[src/rtl/clock_pkg.sv]
// Shared definitions for the time-setting button path: per-channel FSM
// state encoding and default timing constants for a 50 MHz MCLK.
package clock_pkg;

    // Per-button conditioner states.
    typedef enum logic [2:0] {
        IDLE       = 3'd0,
        DB_PRESS   = 3'd1,
        HELD       = 3'd2,
        REPEAT     = 3'd3,
        BLOCKED    = 3'd4,
        DB_RELEASE = 3'd5
    } btn_state_t;

    // System clock frequency the defaults below are derived from.
    localparam int MCLK_HZ = 50_000_000;

    // 1 ms of stable level accepts a press or a release.
    localparam int DEBOUNCE_CYCLES_DEF = MCLK_HZ / 1000;

    // 0.5 s of holding after the first step before auto-repeat kicks in.
    localparam int HOLD_CYCLES_DEF = MCLK_HZ / 2;

    // 0.2 s between auto-repeat steps (5 steps per second).
    localparam int REPEAT_CYCLES_DEF = MCLK_HZ / 5;

    // Timer width; 25 bits covers the largest default (25,000,000).
    localparam int CNT_W_DEF = 25;

endpackage

[src/rtl/button_channel.sv]
// One push-button conditioner: 2-FF synchroniser, debounce FSM with a
// saturating timer, press-and-hold auto-repeat and the hooks needed for
// plus/minus lockout against a sibling channel.
//
// Lockout handshake with the sibling (level signals, no valid/ready):
//   in_hold       - this channel owns the button pair (HELD or REPEAT).
//   debounce_done - single-cycle strobe: this channel's press debounce
//                   completes this cycle. If the sibling is in_hold or
//                   strobes debounce_done in the same cycle, the press is
//                   diverted to BLOCKED instead of producing a step.
// Both flags are derived from registered state only, so cross-wiring two
// channels creates no combinational loop.
module button_channel
    import clock_pkg::*;
#(
    parameter int DEBOUNCE_CYCLES = DEBOUNCE_CYCLES_DEF,
    parameter int HOLD_CYCLES     = HOLD_CYCLES_DEF,
    parameter int REPEAT_CYCLES   = REPEAT_CYCLES_DEF,
    parameter int CNT_W           = CNT_W_DEF
) (
    input  logic       clk,
    input  logic       reset_n,
    input  logic       btn_n,
    input  logic       other_in_hold,
    input  logic       other_debounce_done,
    output logic       pulse,
    output logic       in_hold,
    output logic       debounce_done,
    output logic [2:0] state_dbg
);

    // Terminal timer values for each timed phase.
    localparam logic [CNT_W-1:0] DB_LAST   = CNT_W'(DEBOUNCE_CYCLES - 1);
    localparam logic [CNT_W-1:0] HOLD_LAST = CNT_W'(HOLD_CYCLES - 1);
    localparam logic [CNT_W-1:0] REP_LAST  = CNT_W'(REPEAT_CYCLES - 1);
    localparam logic [CNT_W-1:0] TMR_MAX   = {CNT_W{1'b1}};

    logic             sync_q1;
    logic             sync_q2;
    logic             press;
    logic [1:0]       fill;
    logic             armed;
    btn_state_t       state;
    btn_state_t       state_nx;
    logic [CNT_W-1:0] timer;
    logic [CNT_W-1:0] timer_nx;
    logic [CNT_W-1:0] timer_inc;
    logic             fire;

    // Two-stage synchroniser; resets to the released level.
    always_ff @(posedge clk or negedge reset_n) begin
        if (!reset_n) begin
            sync_q1 <= 1'b1;
            sync_q2 <= 1'b1;
        end else begin
            sync_q1 <= btn_n;
            sync_q2 <= sync_q1;
        end
    end

    assign press = ~sync_q2;

    // Arming: after reset the synchroniser holds a forced "released" value
    // for two cycles. fill marks when sync_q2 really reflects the pin, and
    // armed is only set once the pin itself has been seen released. This
    // stops a button held through reset from producing a step.
    always_ff @(posedge clk or negedge reset_n) begin
        if (!reset_n) begin
            fill  <= 2'b00;
            armed <= 1'b0;
        end else begin
            fill <= {fill[0], 1'b1};
            if (fill[1] && sync_q2) begin
                armed <= 1'b1;
            end
        end
    end

    // Saturating increment: a timer parked at its maximum never wraps.
    assign timer_inc = (timer == TMR_MAX) ? timer : timer + 1'b1;

    assign debounce_done = (state == DB_PRESS) && press && (timer == DB_LAST);
    assign in_hold       = (state == HELD) || (state == REPEAT);
    assign state_dbg     = state;

    // Next-state, next-timer and step request for the channel FSM.
    // On entry to DB_RELEASE the timer starts at 1 because the cycle that
    // triggered the transition was already a released sample.
    always_comb begin
        state_nx = state;
        timer_nx = timer_inc;
        fire     = 1'b0;
        case (state)
            IDLE: begin
                timer_nx = '0;
                if (armed && press) begin
                    state_nx = DB_PRESS;
                end
            end
            DB_PRESS: begin
                if (!press) begin
                    state_nx = IDLE;
                    timer_nx = '0;
                end else if (timer == DB_LAST) begin
                    timer_nx = '0;
                    if (other_in_hold || other_debounce_done) begin
                        state_nx = BLOCKED;
                    end else begin
                        fire     = 1'b1;
                        state_nx = HELD;
                    end
                end
            end
            HELD: begin
                if (!press) begin
                    state_nx = DB_RELEASE;
                    timer_nx = CNT_W'(1);
                end else if (timer == HOLD_LAST) begin
                    fire     = 1'b1;
                    state_nx = REPEAT;
                    timer_nx = '0;
                end
            end
            REPEAT: begin
                if (!press) begin
                    state_nx = DB_RELEASE;
                    timer_nx = CNT_W'(1);
                end else if (timer == REP_LAST) begin
                    fire     = 1'b1;
                    timer_nx = '0;
                end
            end
            BLOCKED: begin
                timer_nx = '0;
                if (!press) begin
                    state_nx = DB_RELEASE;
                    timer_nx = CNT_W'(1);
                end
            end
            DB_RELEASE: begin
                if (press) begin
                    timer_nx = '0;
                end else if (timer >= DB_LAST) begin
                    state_nx = IDLE;
                    timer_nx = '0;
                end
            end
            default: begin
                state_nx = IDLE;
                timer_nx = '0;
            end
        endcase
    end

    // State, timer and the registered one-cycle step pulse.
    always_ff @(posedge clk or negedge reset_n) begin
        if (!reset_n) begin
            state <= IDLE;
            timer <= '0;
            pulse <= 1'b0;
        end else begin
            state <= state_nx;
            timer <= timer_nx;
            pulse <= fire;
        end
    end

endmodule

[src/rtl/set_button_conditioner.sv]
// Conditions the raw plus/minus time-setting buttons into single-cycle
// step pulses for the hour/minute digit counters. Two identical channels
// are cross-wired so that only one button can own the adjust at a time:
// a press that completes debounce while the other channel is holding, or
// in the same cycle as the other channel, is blocked for its duration.
module set_button_conditioner
    import clock_pkg::*;
#(
    parameter int DEBOUNCE_CYCLES = DEBOUNCE_CYCLES_DEF,
    parameter int HOLD_CYCLES     = HOLD_CYCLES_DEF,
    parameter int REPEAT_CYCLES   = REPEAT_CYCLES_DEF,
    parameter int CNT_W           = CNT_W_DEF
) (
    input  logic MCLK,
    input  logic resetSignal,
    input  logic btnPlusN,
    input  logic btnMinusN,
    output logic plus,
    output logic minus,
    output logic busy
);

    logic       plus_in_hold;
    logic       plus_db_done;
    logic [2:0] plus_state;
    logic       minus_in_hold;
    logic       minus_db_done;
    logic [2:0] minus_state;

    button_channel #(
        .DEBOUNCE_CYCLES (DEBOUNCE_CYCLES),
        .HOLD_CYCLES     (HOLD_CYCLES),
        .REPEAT_CYCLES   (REPEAT_CYCLES),
        .CNT_W           (CNT_W)
    ) u_plus (
        .clk                 (MCLK),
        .reset_n             (resetSignal),
        .btn_n               (btnPlusN),
        .other_in_hold       (minus_in_hold),
        .other_debounce_done (minus_db_done),
        .pulse               (plus),
        .in_hold             (plus_in_hold),
        .debounce_done       (plus_db_done),
        .state_dbg           (plus_state)
    );

    button_channel #(
        .DEBOUNCE_CYCLES (DEBOUNCE_CYCLES),
        .HOLD_CYCLES     (HOLD_CYCLES),
        .REPEAT_CYCLES   (REPEAT_CYCLES),
        .CNT_W           (CNT_W)
    ) u_minus (
        .clk                 (MCLK),
        .reset_n             (resetSignal),
        .btn_n               (btnMinusN),
        .other_in_hold       (plus_in_hold),
        .other_debounce_done (plus_db_done),
        .pulse               (minus),
        .in_hold             (minus_in_hold),
        .debounce_done       (minus_db_done),
        .state_dbg           (minus_state)
    );

    // Registered activity flag: any channel away from IDLE.
    always_ff @(posedge MCLK or negedge resetSignal) begin
        if (!resetSignal) begin
            busy <= 1'b0;
        end else begin
            busy <= (plus_state != 3'(IDLE)) || (minus_state != 3'(IDLE));
        end
    end

endmodule

[config.mk]
export PLATFORM = sky130hd
export DESIGN_NAME = set_button_conditioner
export DESIGN_NICKNAME = d
export VERILOG_FILES = /design/src/rtl/clock_pkg.sv /design/src/rtl/button_channel.sv /design/src/rtl/set_button_conditioner.sv
export SDC_FILE = /design/constraint.sdc
export NUM_CORES = 1
export LEC_CHECK = 0
export CORE_UTILIZATION = 45
export CTS_CLUSTER_DIAMETER = 40
export CTS_CLUSTER_SIZE = 10
export DETAILED_ROUTE_END_ITERATION = 6
export PLACE_DENSITY_LB_ADDON = 0.2
export SLEW_MARGIN = 15
export SYNTH_ARGS = -nofsm -noshare
export SYNTH_HDL_FRONTEND = slang
export SYNTH_SLANG_ARGS = --single-unit
[constraint.sdc]
create_clock -name MCLK -period 2.6 [get_ports MCLK]
set_input_delay 0.52 -clock MCLK [delete_from_list [all_inputs] [get_ports MCLK]]
set_output_delay 0.52 -clock MCLK [all_outputs]
set_load 0.01 [all_outputs]
==> results of run 1 <==
==> path summary, 6_finish.rpt <==
check / start / end / slack, ns / cells past startpoint
max in group asynchronous: resetSignal / u_plus.sync_q1 / 2.10 / 2
worst max register to register: u_minus.timer[8] / u_minus.timer[5] / 0.17 / 6
worst max-delay path: u_minus.timer[8] / u_minus.timer[5] / 0.17 / 6
worst min register to register: u_minus.fill[0] / u_minus.fill[1] / 0.35 / 0
worst min-delay path: resetSignal / u_minus.timer[23] / 0.18 / 2
min in group MCLK: u_minus.fill[0] / u_minus.fill[1] / 0.35 / 0
==> state kept, by name, indices dropped and copies added, names as in the netlist, 2 cells and up <==
| name | cells |
|---|---|
| u_minus.timer | 25 |
| u_plus.state_dbg | 3 |
| u_minus.fill | 2 |
| u_plus.timer | 25 |
| u_minus.state_dbg | 3 |
==> power by group through the flow <==
stage                     logic (W)  registers [W]  clock network [W]
after floorplan            0.000618        0.00116                  0
after global placement     0.000799        0.00122                  0
after detailed placement   0.000810        0.00122                  0
after CTS                  0.000814        0.00120           0.000916
after global routing       0.000908        0.00122           0.000955
final                      0.000819        0.00121           0.000883
==> layout make-up <==
type                       count  area (sq um)
fill                         829          4210
multi-input combinational    364          2220
sequential                    67          1680
timing repair buffer          23           195
clock buffer                  14           163
tap                          108           135
inverter                      11          41.3
clock inverter                 2          35.0
==> routing by layer <==
layer	share of wire [%]	GRT usage, %
met1	49	31.4
met2	44	32.0
met4	1.8	7.60
met3	4.9	5.63
met5	0	0
==> synthesized netlist by cell type, drive strengths merged, types with 5 or more instances <==
library cell	count	area, sq um
nor3	16	80.1
nand3	20	118
buf	6	36.3
clkbuf	13	48.8
inv	9	33.8
nand2	52	195
nor2	85	319
ha	6	75.1
and4	8	72.6
a21oi	10	50.1
or4	5	45.0
xor2	18	158
and3	16	100
dfrtp	63	1580
xnor2	27	244
nor4	15	93.8
nand4	18	113
==> metrics by stage <==
step	hold slack, ns	power [W]
after floorplan	0.224	0.00178
after global placement	0.339	0.00202
after CTS	0.188	0.00293
after detailed placement	0.341	0.00203
final	0.179	0.00291
after global routing	0.205	0.00308
==> repair_timing <==
item | CTS | global route
setup endpoints to repair | 0 | 24
resized for setup | 0 | 2
setup buffers | 0 | 0
==> cell families after synthesis <==
family | Yosys count
buf+inv | 30
xor+xnor | 45
flops | 67
compound gates | 57
simple gates | 250
fa+ha+maj | 6
other cells | 1
mux | 5
==> results by group, run 1 <==
Synthesis
  • Largest family of logic cells by synthesized area: simple AND/OR/NAND/NOR gates
  • Synthesis Warnings: 0
  • Synthesized area: between 4000 and 5000 sq um
  • Syn avg cell area: between 8 and 9 sq um
  • Post-synth ARST share: 100%
  • Synth Net Count: between 400 and 500
  • Register area share after synthesis: roughly two fifths
  • Simple-gate share of the synthesized area: 31.2%
  • Number of synthesized flops with an enable pin: 0
  • Compound-Gate Fraction of Synth Area: between 10% and 20%
  • Synth Area in Adders: 1.87%
  • Synth Flop Type: dfrtp_1
  • Mux share of post-synthesis cell area: 1.31%
  • #FFs+latches synth: 67
  • Synth Instances: roughly 460
  • Post-Synth XOR/XNOR Area: 10.0%
  • Post-synth cell types: slightly above 60

STA
  • Fin. max-slew vios: 0
  • Tcrit/Tclk final: between 90% and 100%
  • Setup TNS: 0 ns
  • # setup viols final: 0
  • Upper clock frequency limit: 411 MHz
  • Final worst slack: 0.169 ns
  • Unrepaired setup endpoints after global routing: false
  • Final hold viol count: 0
  • Final Skew: around 0.011 ns
  • Normalized max-slew margin: 59.6%
  • Slew @ Worst Pin: between 0.5 and 0.6 ns
  • Post-layout min period: between 2 and 2.5 ns

Placement
  • IO Port Bufs: 6
  • Dpl cell area: approximately 4300 sq um
  • Post-DP HPWL: between 6000 and 7000 microns
  • DP Cell Count: 573
  • Pre-CTS WS: approximately 0.13 ns
  • RD Place Congestion: approximately 0.90

Clock network
  • Clk_lat worst skew: roughly 0.34 ns
  • CTS Buf Count: 9
  • # clock sinks: 67
  • Clock slew at reported path FFs: approximately 0.070 ns
  • CTS H-tree lvls: 3
  • Root Driver: clkbuf_8
  • CTS max path bufs: 2
  • CTS tree: built
  • Hold-fix buffer count after cts: 0

Min path
  • Worst hold path class: input pin to asynchronous set/reset pin

Cells and area
  • Finished Cell Area: 4470 sq um
  • Area growth, synth to finish: 11.2%
  • Post-route insts no fill: 589
  • Most frequent cells in the layout: nor2_1, dfrtp_1, nand2_1
  • Nets: 486
  • Antenna fix cells: 0
  • Most common cell after layout, fill and taps aside: nor2_1
  • Layout Utilization: between 50% and 60%
  • Share of layout cells above drive strength 1: 9.15%

Critical path
  • CP endpoint kind: flop
  • Critical path peak fanout: 11
  • CP max stage cell: or4_1
  • CP Buf/Inv Count: 0
  • CP Class: flop to flop
  • Crit path max-delay family: simple AND/OR/NAND/NOR gates
  • Startpoint types: flop
  • Worst path cell trace: nand4_1 -> or4_1 -> o311a_2 -> and4_1 -> xnor2_1 -> nor2_1
  • Worst EP arrival: 2.66 ns
  • Critical Path Max Stage Delay: roughly 0.7 ns
  • Crit path required time: between 2 and 3 ns

Job
  • Maxcap violations: 0

Route
  • Initial drt markers: about 270
  • Post-DR wirelength/cell: between 15 and 20 microns
  • DRC viols: 0
  • DR vias: roughly 3500
  • TritonRoute pass-1 iters: 4
  • Post-DRT Antenna Nets: 0
  • Vias/cell: between 5 and 6
  • Routed WL: roughly 9500 microns

Power and ir drop
  • Leak Pwr: roughly 1.8 nW
  • Clk pwr share: 30.3%
  • Pwr dens: between 600 and 700 nW/um^2
  • Seq pwr share: 41.5%
  • Combinational fraction of design power: between 20% and 30%
  • Int Pwr: ~0.0019 W
  • Net Sw Power: slightly below 0.001 W
  • Sw frac: around a third
  • VDD IR-drop max: 0.000270 V

Run status
  • Outcome: finished clean

Global route
  • Initial antenna violation count: 0
  • First-pass GRT wire length: approximately 16000 microns
  • Vias in the first global route: 3249
  • Overall Global Routing Usage: between 20 and 25%
  • Total grt overflow: 0
  • Largest net degree at the start of global routing: 68

Floorplan
  • Io pins: 7
  • Die width: between 90 and 100 microns
  • CORE AREA: 8680 sq um
  • DIE AREA: about 9300 sq um
  • Die H: approximately 96 microns
  • Initial Utilization: a little under half
  • Number of core rows: 34
Note: power is estimated with default switching activity, not from simulation.
==> run 2: changes to the inputs <==
--- a/config.mk
+++ b/config.mk
@@ -9,7 +9,7 @@
 export CTS_CLUSTER_DIAMETER = 40
 export CTS_CLUSTER_SIZE = 10
 export DETAILED_ROUTE_END_ITERATION = 6
-export PLACE_DENSITY_LB_ADDON = 0.2
+export PLACE_DENSITY = 0.63
 export SLEW_MARGIN = 15
 export SYNTH_ARGS = -nofsm -noshare
 export SYNTH_HDL_FRONTEND = slang
==> run 2 against run 1 <==
Compared with the run above: flip-flop and latch count stayed put; wire length is 0.54% lower; design area is 0.11% lower; clock skew is 0.00058 ns higher; first-iteration DRC count is 18% lower; global-route usage is 0.16 points lower; critical endpoint is now u_plus.state_dbg[2]; largest cell class unchanged; highest routed layer unchanged.
==> results by group, run 2 (same netlist as run 1, synthesis figures left out) <==
Cells and area
  • Most frequent cells in the layout: nor2_1, dfrtp_1, nand2_1
  • Area growth, synth to finish: 11.1%
  • Sequential Area: 1680 sq um (unchanged)
  • Post-route insts no fill: 587 (-0.34%)
  • Most common cell after layout, fill and taps aside: nor2_1
  • Antenna fix cells: 0 (unchanged)
  • Multi-input gate area: 2230 sq um (+0.62%)
  • Largest regs: u_minus.timer (25), u_plus.timer (25)
  • Share of layout cells above drive strength 1: 9.19% (+0.038 points)
  • Nets: 484 (-0.41%)
  • FILL cells: 824 (-0.60%)

Route
  • Initial drt markers: 219 (-18%)
  • Post-DRT Antenna Nets: 0 (unchanged)
  • DRC viols: 0 (unchanged)
  • DR vias: 3436 (-0.64%)
  • Vias/cell: 5.85 (-0.30%)
  • TritonRoute pass-1 iters: 4 (unchanged)
  • Routed WL: 9430 microns (-0.54%)
  • Post-DR wirelength/cell: 16.1 microns (-0.20%)

Clock network
  • CTS tree: built
  • # clock sinks: 67 (unchanged)
  • Post-CTS Setup Inserts: 0 (unchanged)
  • Resized cells post-CTS: 0 (unchanged)
  • CTS H-tree lvls: 3 (unchanged)
  • Root Driver: clkbuf_8
  • CTS Buf Count: 9 (unchanged)
  • CTS max path bufs: 2 (unchanged)
  • Clock slew at reported path FFs: 0.08 ns (about the same)
  • Clk_lat worst skew: 0.35 ns (about the same)
  • Hold-fix buffer count after cts: 0 (unchanged)

Power and ir drop
  • Total power: 0.00288 W (-1.1%)
  • Leak Pwr: 1.77 nW (+0.49%)
  • Pwr dens: 645 nW/um^2 (-0.96%)
  • VDD IR-drop max: 0.000251 V (-7.0%)

STA
  • Final Skew: 0.0115 ns (+0.000577 ns)
  • Normalized max-slew margin: 58.8% (-0.75 points)
  • Slew @ Worst Pin: 0.608 ns (+0.0111 ns)
  • # setup viols final: 0 (unchanged)
  • Tcrit/Tclk final: 95.5% (+2.1 points)
  • Worst hold slack: 0.182 ns (+0.00310 ns)
  • Fin. max-slew vios: 0 (unchanged)
  • Unrepaired setup endpoints after global routing: false
  • Setup TNS: 0 ns (unchanged)
  • Upper clock frequency limit: 403 MHz (-2.2%)
  • Final hold viol count: 0 (unchanged)
  • Post-layout min period: 2.48 ns (+0.0535 ns)

Placement
  • IO Port Bufs: 6 (unchanged)
  • DP Cell Count: 571 (-0.35%)
  • Post-DP HPWL: 6640 microns (about the same)
  • RD Place Congestion: 0.974 (+8.0%)

Global route
  • First-pass GRT wire length: 15300 microns (-2.3%)
  • Met3 Track Usage GR: 5.71% (+0.078 points)
  • Initial antenna violation count: 0 (unchanged)
  • Largest net degree at the start of global routing: 68 (unchanged)
  • GR Util met2: 32.5% (+0.47 points)
  • Total grt overflow: 0 (unchanged)
  • Vias in the first global route: 3099 (-4.6%)
  • Met1 Use GR: 31.3% (-0.088 points)
  • Grt peak-use layer: met2
  • Overall Global Routing Usage: 21.8% (-0.16 points)

Floorplan
  • Initial Utilization: 46.3% (unchanged)
  • Number of core rows: 34 (unchanged)
  • Io pins: 7 (unchanged)
  • Die width: 96.5 microns (unchanged)
  • CORE AREA: 8680 sq um (unchanged)
  • DIE AREA: 9310 sq um (unchanged)
  • Die H: 96.5 microns (unchanged)

Critical path
  • R2R setup slack: 0.12 ns (-0.05 ns)
  • Worst EP arrival: 2.72 ns (+0.06 ns)
  • Critical path peak fanout: 4 (-7)
  • Crit path required time: 2.83 ns (about the same)
  • Worst-case reg-to-reg path depth: 7 (+1)
  • Startpoint types: flop
  • Reg2reg start: u_plus.timer[10]
  • CP Class: flop to flop
  • CP endpoint kind: flop
  • Worst r2r dst: u_plus.state_dbg[2]

Run status
  • Outcome: finished clean

Min path
  • Worst hold path class: input pin to asynchronous set/reset pin

Job
  • Maxcap violations: 0 (unchanged)
==> run 2: how the worst max path moves through the flow <==
stage                                 start                   to  slack [ns]  cells past startpoint
after global routing      u_minus.timer[15]     u_minus.timer[5]       0.007                      6
final                      u_plus.timer[10]  u_plus.state_dbg[2]        0.12                      7
after CTS                  u_minus.timer[0]    u_minus.timer[12]        0.10                      8
after floorplan           u_minus.timer[10]     u_minus.timer[7]        0.40                      8
after global placement     u_minus.timer[0]    u_minus.timer[14]        0.14                      8
after detailed placement   u_minus.timer[0]    u_minus.timer[12]        0.13                      8
==> run 2: layout make-up <==
class | count | area share [%]
inverters | 11 | 0.925
repair buffers | 21 | 4.04
flip-flops and latches | 67 | 37.7
clock inverters | 5 | 1.18
clock buffers | 11 | 3.17
multi-input cells | 364 | 50.0
well taps | 108 | 3.03
==> run 2: power by group <==
| part | internal [W] | switching, W |
|---|---|---|
| Clock | 0.000464 | 0.000407 |
| Combinational | 0.000305 | 0.000482 |
| Sequential | 0.00111 | 0.000113 |
| Total | 0.00188 | 0.00100 |
==> run 2: metrics by stage <==
| stage | area [sq um] | setup WS (ns) | utilization, % |
|---|---|---|---|
| finish | 4460 | 0.116 | 51.4 |
| CTS | 4440 | 0.102 | 51.2 |
| detailed placement | 4250 | 0.128 | 48.9 |
| floorplan | 4020 | 0.402 | - |
| global placement | 4250 | 0.142 | 48.9 |
| global route | 4460 | 0.00660 | 51.4 |
==> run 2: worst max-delay path: stages, from the launching register on <==
cell and delay [ns]:
dfrtp_1 0.40, buf_4 0.16, nor4b_1 0.35, nand4_1 0.17, or4_1 0.59, nand3_1 0.15, o221ai_1 0.20, mux2_1 0.35
==> run 2: per-layer routing <==
metal | vias to the layer above | share of wire [%] | wire, microns
met2 | 80 | 45 | 4250
met5 | - | 0 | 0
met1 | 1665 | 50 | 4680
li1 | 1683 | - | -
met4 | 0 | 0.69 | 65
met3 | 8 | 4.6 | 432
==> run 3: changes to the inputs <==
--- a/config.mk
+++ b/config.mk
@@ -7,7 +7,6 @@
 export LEC_CHECK = 0
 export CORE_UTILIZATION = 45
 export CTS_CLUSTER_DIAMETER = 40
-export CTS_CLUSTER_SIZE = 10
 export DETAILED_ROUTE_END_ITERATION = 6
 export PLACE_DENSITY = 0.63
 export SLEW_MARGIN = 15
==> results of run 3 <==
Same layout as run 2: the final DEF is identical, and so are final timing and power.
